**src/rtl/micro_address_sequencer.sv**
```systemverilog
// Micro-program address sequencer: registered micro address with increment, load,
// conditional branch and call/return through a return-address stack with sticky error flags.
module micro_address_sequencer #(
    parameter int unsigned ADDRESS_WIDTH  = 8,
    parameter int unsigned STACK_DEPTH    = 4,
    parameter int unsigned INCREMENT_STEP = 1,
    parameter int unsigned RESET_ADDRESS  = 0,
    localparam int unsigned LevelWidth    = $clog2(STACK_DEPTH + 1)
) (
    input  logic                     clock,
    input  logic                     reset,
    input  logic [2:0]               command,
    input  logic                     condition,
    input  logic [ADDRESS_WIDTH-1:0] loadAddress,
    input  logic                     clearErrors,
    output logic [ADDRESS_WIDTH-1:0] address,
    output logic [LevelWidth-1:0]    stackLevel,
    output logic                     stackOverflow,
    output logic                     stackUnderflow
);

    localparam int unsigned IdxWidth = (STACK_DEPTH > 1) ? $clog2(STACK_DEPTH) : 1;
    localparam logic [ADDRESS_WIDTH-1:0] Step      = ADDRESS_WIDTH'(INCREMENT_STEP);
    localparam logic [ADDRESS_WIDTH-1:0] ResetAddr = ADDRESS_WIDTH'(RESET_ADDRESS);
    localparam logic [LevelWidth-1:0]    FullLevel = LevelWidth'(STACK_DEPTH);

    typedef enum logic [2:0] {
        CmdNone     = 3'd0,
        CmdInc      = 3'd1,
        CmdReset    = 3'd2,
        CmdLoad     = 3'd3,
        CmdBranch   = 3'd4,
        CmdCall     = 3'd5,
        CmdReturn   = 3'd6,
        CmdReserved = 3'd7
    } cmd_e;

    logic [ADDRESS_WIDTH-1:0] addr_q, addr_d;
    logic [LevelWidth-1:0]    level_q, level_d;
    logic                     ovf_q, ovf_d;
    logic                     unf_q, unf_d;
    logic                     ovf_set, unf_set;

    logic [ADDRESS_WIDTH-1:0] stack_q [STACK_DEPTH];
    logic                     push_en;
    logic [IdxWidth-1:0]      push_idx;
    logic [IdxWidth-1:0]      pop_idx;
    logic [ADDRESS_WIDTH-1:0] next_seq;
    cmd_e                     cmd;

    assign cmd      = cmd_e'(command);
    assign next_seq = addr_q + Step;
    assign push_idx = IdxWidth'(level_q);
    assign pop_idx  = IdxWidth'(level_q - LevelWidth'(1));

    always_comb begin
        addr_d  = addr_q;
        level_d = level_q;
        ovf_set = 1'b0;
        unf_set = 1'b0;
        push_en = 1'b0;
        unique case (cmd)
            CmdNone: ;
            CmdInc:  addr_d = next_seq;
            CmdReset, CmdReserved: begin
                addr_d  = ResetAddr;
                level_d = '0;
            end
            CmdLoad:   addr_d = loadAddress;
            CmdBranch: addr_d = condition ? loadAddress : next_seq;
            CmdCall: begin
                if (level_q < FullLevel) begin
                    push_en = 1'b1;
                    level_d = level_q + LevelWidth'(1);
                    addr_d  = loadAddress;
                end else begin
                    ovf_set = 1'b1;
                end
            end
            CmdReturn: begin
                if (level_q != '0) begin
                    addr_d  = stack_q[pop_idx];
                    level_d = level_q - LevelWidth'(1);
                end else begin
                    addr_d  = ResetAddr;
                    unf_set = 1'b1;
                end
            end
            default: ;
        endcase
        // A flag being set on this edge beats a simultaneous clear.
        ovf_d = (ovf_q & ~clearErrors) | ovf_set;
        unf_d = (unf_q & ~clearErrors) | unf_set;
    end

    always_ff @(posedge clock or posedge reset) begin
        if (reset) begin
            addr_q  <= ResetAddr;
            level_q <= '0;
            ovf_q   <= 1'b0;
            unf_q   <= 1'b0;
        end else begin
            addr_q  <= addr_d;
            level_q <= level_d;
            ovf_q   <= ovf_d;
            unf_q   <= unf_d;
        end
    end

    // Stack storage needs no reset: entries at or above level_q are never read.
    always_ff @(posedge clock) begin
        if (push_en) begin
            stack_q[push_idx] <= next_seq;
        end
    end

    assign address        = addr_q;
    assign stackLevel     = level_q;
    assign stackOverflow  = ovf_q;
    assign stackUnderflow = unf_q;

endmodule

```
**config.mk**
```make
export PLATFORM = sky130hd
export DESIGN_NAME = micro_address_sequencer
export DESIGN_NICKNAME = d
export VERILOG_FILES = /design/src/rtl/micro_address_sequencer.sv
export SDC_FILE = /design/constraint.sdc
export NUM_CORES = 1
export LEC_CHECK = 0
export ABC_AREA = 1
export ABC_CLOCK_PERIOD_IN_PS = 2000
export CORE_ASPECT_RATIO = 1.1
export CORE_MARGIN = 5
export CORE_UTILIZATION = 30
export CTS_BUF_LIST = sky130_fd_sc_hd__clkbuf_2
export DETAILED_ROUTE_END_ITERATION = 16
export PLACE_DENSITY = 0.57
export SYNTH_ARGS = -nofsm -noshare
export SYNTH_HDL_FRONTEND = slang
export SYNTH_SLANG_ARGS = --single-unit
```
**constraint.sdc**
```tcl
create_clock -name clock -period 2 [get_ports clock]
set_clock_uncertainty 0.1 [all_clocks]
set_input_delay 0.2 -clock clock [delete_from_list [all_inputs] [get_ports clock]]
set_output_delay 0.2 -clock clock [all_outputs]
set_load 0.01 [all_outputs]
```
==> results of run 1 <==
## per-layer routing
layer  vias to the layer above  global-route usage  wire length, um
met2                        46               0.175             2290
met3                         6              0.0253              200
met1                       796               0.153             2520
met5                         -                   0                0
li1                        915                   -                -
met4                         0              0.0440               83
## final timing paths
| path | from | slack [ps] | cells past startpoint | to |
|---|---|---|---|---|
| worst max-delay path | stackLevel[0]$_DFFE_PP0P_ | 110 | 2 | stackLevel[0] |
| worst min-delay path | clearErrors | 270 | 2 | stackUnderflow$_DFF_PP0_ |
| worst max register to register | stackLevel[1]$_DFFE_PP0P_ | 210 | 9 | address[5]$_DFFE_PP0P_ |
| worst min register to register | stackOverflow$_DFF_PP0_ | 450 | 2 | stackOverflow$_DFF_PP0_ |
| max in group asynchronous | reset | 850 | 3 | address[3]$_DFFE_PP0P_ |
| min in group asynchronous | reset | 570 | 3 | stackLevel[2]$_DFFE_PP0P_ |
## layout by cell type, fill, tap and decap left out, drive strengths merged
master         Yosys  layout
or2                1       1
dfrtp             13      13
buf                5       9
o21ai             15      15
clkbuf             0       6
edfxtp            32      32
dlygate4sd3        0       1
clkinv             0       1
a21oi              4       4
ha                 6       6
clkdlybuf4s50      0      27
clkinvlp           0       1
o211ai             2       2
nand4              1       1
inv               33      32
nor2              44      44
nand3b             1       1
nand2             61      61
nand3             37      37
bufinv             0       1
xor2               2       2
## critical path, cell delays in order, from the launching register on
cell,delay [ps]
dfrtp_1,410
buf_6,200
clkdlybuf4s50_1,580
## per-stage QoR
stage	utilization	hold slack [ps]	instance area [um^2]	power [mW]
after global placement	0.360	424	2670	1.76
after global routing	0.374	231	2780	2.44
after detailed placement	0.360	428	2670	1.77
final	0.374	267	2780	2.30
after floorplan	-	-23.0	2270	1.53
after CTS	0.368	17.3	2740	2.27
## logic make-up (layout without fill, tap and decap cells)
group	Yosys count	in the layout
compound gates	21	21
xor+xnor	2	2
fa+ha+maj	6	6
buf+inv	38	78
flops	45	45
simple gates	145	145
## flip-flops by register name, summed over array words and instances (netlist names)
| register | cells |
|---|---|
| address | 8 |
| stackUnderflow | 1 |
| stackOverflow | 1 |
| stackLevel | 3 |
| stack_q | 32 |
## layout make-up
| type | instances | area, um^2 |
|---|---|---|
| clock buffers | 6 | 30.0 |
| clock inverters | 2 | 35.0 |
| fillers | 751 | 4650 |
| inverters | 33 | 130 |
| multi-input cells | 174 | 828 |
| flip-flops and latches | 45 | 1290 |
| well taps | 87 | 109 |
| repair buffers | 37 | 364 |
## power by group
part	switching, mW	total, mW	internal, mW
clock	0.289	0.504	0.215
sequential	0.0578	1.16	1.10
combinational	0.365	0.633	0.268
total	0.712	2.30	1.59
## timing repair
action	4_1_cts	5_1_grt
gates resized for setup	0	2
buffers inserted	0	2
hold buffers	0	1
hold endpoints to repair	0	3
endpoints found under the setup margin	0	2
==> impl_metrics.json, run 1 <==
{
  "ys_top_cells_by_count": "nand2_1 (60), nor2_1 (39), nand3_1 (37), edfxtp_1 (32), inv_1 (28)",
  "async_flop_share": 0.289,
  "drt_iter0_drc": 138,
  "cts-root-buf": "clkbuf_2",
  "grt_max_degree": 23,
  "die_h_um": 101,
  "period_share": 0.943,
  "area.growth.synth_to_final_pct": 22.3,
  "setup_viol": 0,
  "io_buffers": 27,
  "hold_viol": 0,
  "period_minus_slack_ps": 1890,
  "cts_sinks": 45,
  "synth_seq_area_share": 0.565,
  "yosysMostFrequentCell": "nand2_1",
  "fin_ws_ps": 115,
  "place_inst": 373,
  "worst-path-max-fanout": 22,
  "status": "completed",
  "drt_pre_antenna_iters": 4,
  "die_w_um": 93.0,
  "end_kind": "primary output",
  "drc": 0,
  "hold_path.class": "in -> reg",
  "routedWlPerCell_um": 13.3,
  "path_clk_slew_ps": 220,
  "yosys.area_share.adder": 0.0330,
  "layout.cells.non_filler": 384,
  "grt.overflow.total": 0,
  "routed-via-count": 1763,
  "synth.mux.area_fraction": 0,
  "ys_ff_latch": 45,
  "critical_path_class": "reg -> out",
  "initial_core_util": 0.306,
  "diodes": 0,
  "cts.path.max_buffers": 2,
  "synth_top_family_by_area": "simple AND/OR/NAND/NOR gates",
  "gp_congestion": 0.775,
  "synth_top_area_share": 0.422,
  "vias_per_cell": 4.59,
  "numCtsBuffers": 5,
  "cp-start-kind": "flop",
  "antenna_found_initial": 0,
  "clock.fmax_mhz": 530,
  "synth_area_leader_cell": "edfxtp_1",
  "synth.cell_area_um2": 2270,
  "cap_violations": 0,
  "arrival_ps": 1590,
  "grt_pass1_wl_mm": 8.23,
  "syn_nets": 278,
  "wirelength_mm": 5.10,
  "finalSetupTns_ps": 0,
  "peakVddDrop_mv": 0.452,
  "synth_compound_area_frac": 0.0484,
  "dp_slack_ps": 119,
  "synth.distinct_cells": 23,
  "postSynthCellCount": 257,
  "track_usage": 0.113,
  "p_leak_nw": 1.20,
  "dp_hpwl_mm": 3.81,
  "worst_pin_slew_ps": 640,
  "htree_levels": 2,
  "rows": 33,
  "io_pins": 28,
  "grt_pass1_vias": 1630,
  "p_per_area_nw_per_um2": 826,
  "synth_enable_flop_cells": 32,
  "maxSlewViolCount": 0,
  "crit_required_ps": 1700,
  "core_area_um2": 7430,
  "postRouteAntennaNets": 0,
  "finalNetCount": 317,
  "avgSynthCellArea_um2": 8.85,
  "dieArea_um2": 9430,
  "synthFlopType": "edfxtp_1",
  "relSlewSlack": 0.570,
  "rsz0062_at_grt": "false",
  "synth.top_cells.by_area": "edfxtp_1 (42%), dfrtp_1 (14%), nand2_1 (9.9%)",
  "yosys.area_share.xor_xnor": 0.00770,
  "clock_latency_ps": 410,
  "synth-simple-area-share": 0.275,
  "drive_above_1_share": 0.104,
  "cts_tree": "done",
  "yosys_warnings": 0
}
(Power assumes the default switching activity.)
==> inputs of run 2 (changes only) <==
CAP_MARGIN = 15   (was unset)
==> results of run 2 <==
The final DEF is identical to that of run 1; final timing and power are the same.
==> inputs of run 3 (changes only) <==
CTS_BUF_LIST = sky130_fd_sc_hd__clkbuf_8   (was sky130_fd_sc_hd__clkbuf_2)
==> run 3 against run 2 <==
Against the previous run:
- clock power rose by 31%
- non-clock buffer count is 3 lower
- die area stayed put
- power is 4.9% higher
- design area barely moved
- sequential share of layout area hardly changed
- worst setup slack better by 100 ps
- critical endpoint is now address[7]$_DFFE_PP0P_
- routed wire length decreased by 0.90%
- sequential power is essentially flat
- first-iteration DRC count rose by 5.8%
==> impl_metrics.json, run 3 (same netlist as run 1, synthesis figures left out) <==
{
  "postRouteAntennaNets": 0,
  "worst_pin_slew_ps": 630,
  "end_kind": "flop",
  "arrival_ps": 1870,
  "grt_pass1_wl_mm": 8.24,
  "antenna_found_initial": 0,
  "cap_violations": 0,
  "cts.path.max_buffers": 2,
  "p_leak_nw": 1.20,
  "dieArea_um2": 9430,
  "status": "completed",
  "dp_hpwl_mm": 3.81,
  "post_cts_buffers": 0,
  "clock.fmax_mhz": 560,
  "grt_pass1_vias": 1637,
  "diodes": 0,
  "htree_levels": 2,
  "period_share": 0.892,
  "track_usage": 0.113,
  "cts_resized": 0,
  "setup_viol": 0,
  "drive_above_1_share": 0.0918,
  "p_per_area_nw_per_um2": 867,
  "crit_start": "stackLevel[1]$_DFFE_PP0P_",
  "hold_viol": 0,
  "routed-via-count": 1772,
  "top_register": "stack_q",
  "grt.overflow.total": 0,
  "cts-root-buf": "clkbuf_8",
  "critical_path_class": "reg -> reg",
  "relSlewSlack": 0.577,
  "die_w_um": 93.0,
  "finalNetCount": 314,
  "path_clk_slew_ps": 80,
  "wirelength_mm": 5.05,
  "clock_latency_ps": 290,
  "die_h_um": 101,
  "initial_core_util": 0.306,
  "drt_iter0_drc": 146,
  "worst-path-max-fanout": 12,
  "grt_max_degree": 23,
  "ctsHoldBuffers": 0,
  "rows": 33,
  "maxSlewViolCount": 0,
  "fin_area_um2": 2780,
  "dpl_cell_area_um2": 2670,
  "rsz0062_at_grt": "false",
  "peakVddDrop_mv": 0.438,
  "period_minus_slack_ps": 1780,
  "layout_common_cells": "nand2_1 (60), nor2_1 (39), nand3_1 (37)",
  "finalSetupTns_ps": 0,
  "vias_per_cell": 4.65,
  "crit_required_ps": 2090,
  "io_pins": 28,
  "io_buffers": 27,
  "numCtsBuffers": 5,
  "routedWlPerCell_um": 13.3,
  "hold_path.class": "in -> async",
  "cts_tree": "done",
  "area.growth.synth_to_final_pct": 22.2,
  "drt_pre_antenna_iters": 4,
  "layout_commonest_cell": "nand2_1",
  "r2r_start": "stackLevel[1]$_DFFE_PP0P_",
  "cp-start-kind": "flop",
  "largest_reg_flops": 32,
  "cts_sinks": 45,
  "gp_congestion": 0.775,
  "core_area_um2": 7430,
  "p_total_mw": 2.41,
  "drc": 0
}
run 3: cell count changes in the layout (fill, tap and decap cells not counted), sizes merged:
cell,change
clkbuf,-1
buf,-2
inv,+2
dlygate4sd3,-1
clkinvlp,-1
run 3: path summary, 6_finish.rpt:
kind | to | slack (ps) | cells after the start
hold reg to reg | stackOverflow$_DFF_PP0_ | 440 | 2
setup / recovery | address[7]$_DFFE_PP0P_ | 220 | 8
max in group asynchronous | address[6]$_DFFE_PP0P_ | 1270 | 2
setup reg to reg | address[7]$_DFFE_PP0P_ | 220 | 8
min in group clock | stackUnderflow$_DFF_PP0_ | 390 | 2
hold / removal | stackLevel[2]$_DFFE_PP0P_ | 160 | 2
run 3: area by class of cell:
type                    count  area [um^2]
clock buffers               5         68.8
clock inverters             3         38.8
fillers                   754         4650
inverters                  33          126
multi-input cells         174          828
flip-flops and latches     45         1290
well taps                  87          109
repair buffers             34          323
run 3: report_power, final:
group	internal [mW]	switching [mW]	total, mW
clock	0.366	0.296	0.661
sequential	1.10	0.0574	1.16
combinational	0.236	0.353	0.589
total	1.71	0.706	2.41
run 3: worst max-delay path: stages, from the launching register on:
cell and delay (ps):
dfrtp_1 420, inv_1 140, ha_1 270, inv_1 260
nand3_1 120, nand3_1 130, nand3_1 90, nor2_1 100
nor2_1 40
run 3: layer usage:
metal,vias up,global-route usage,share of wire
li1,907,-,-
met1,812,0.152,0.48
met2,51,0.176,0.46
met3,2,0.0275,0.048
met4,0,0.0474,0.012
met5,-,0,0
run 3: metrics by stage:
step | cells | utilization | setup slack [ps] | hold slack [ps]
CTS | 381 | 0.374 | 197 | 177
floorplan | 257 | - | 79.5 | -23.0
global placement | 373 | 0.360 | 172 | 424
global route | 381 | 0.374 | 9.45 | 184
detailed placement | 373 | 0.360 | 119 | 428
finish | 381 | 0.374 | 216 | 157
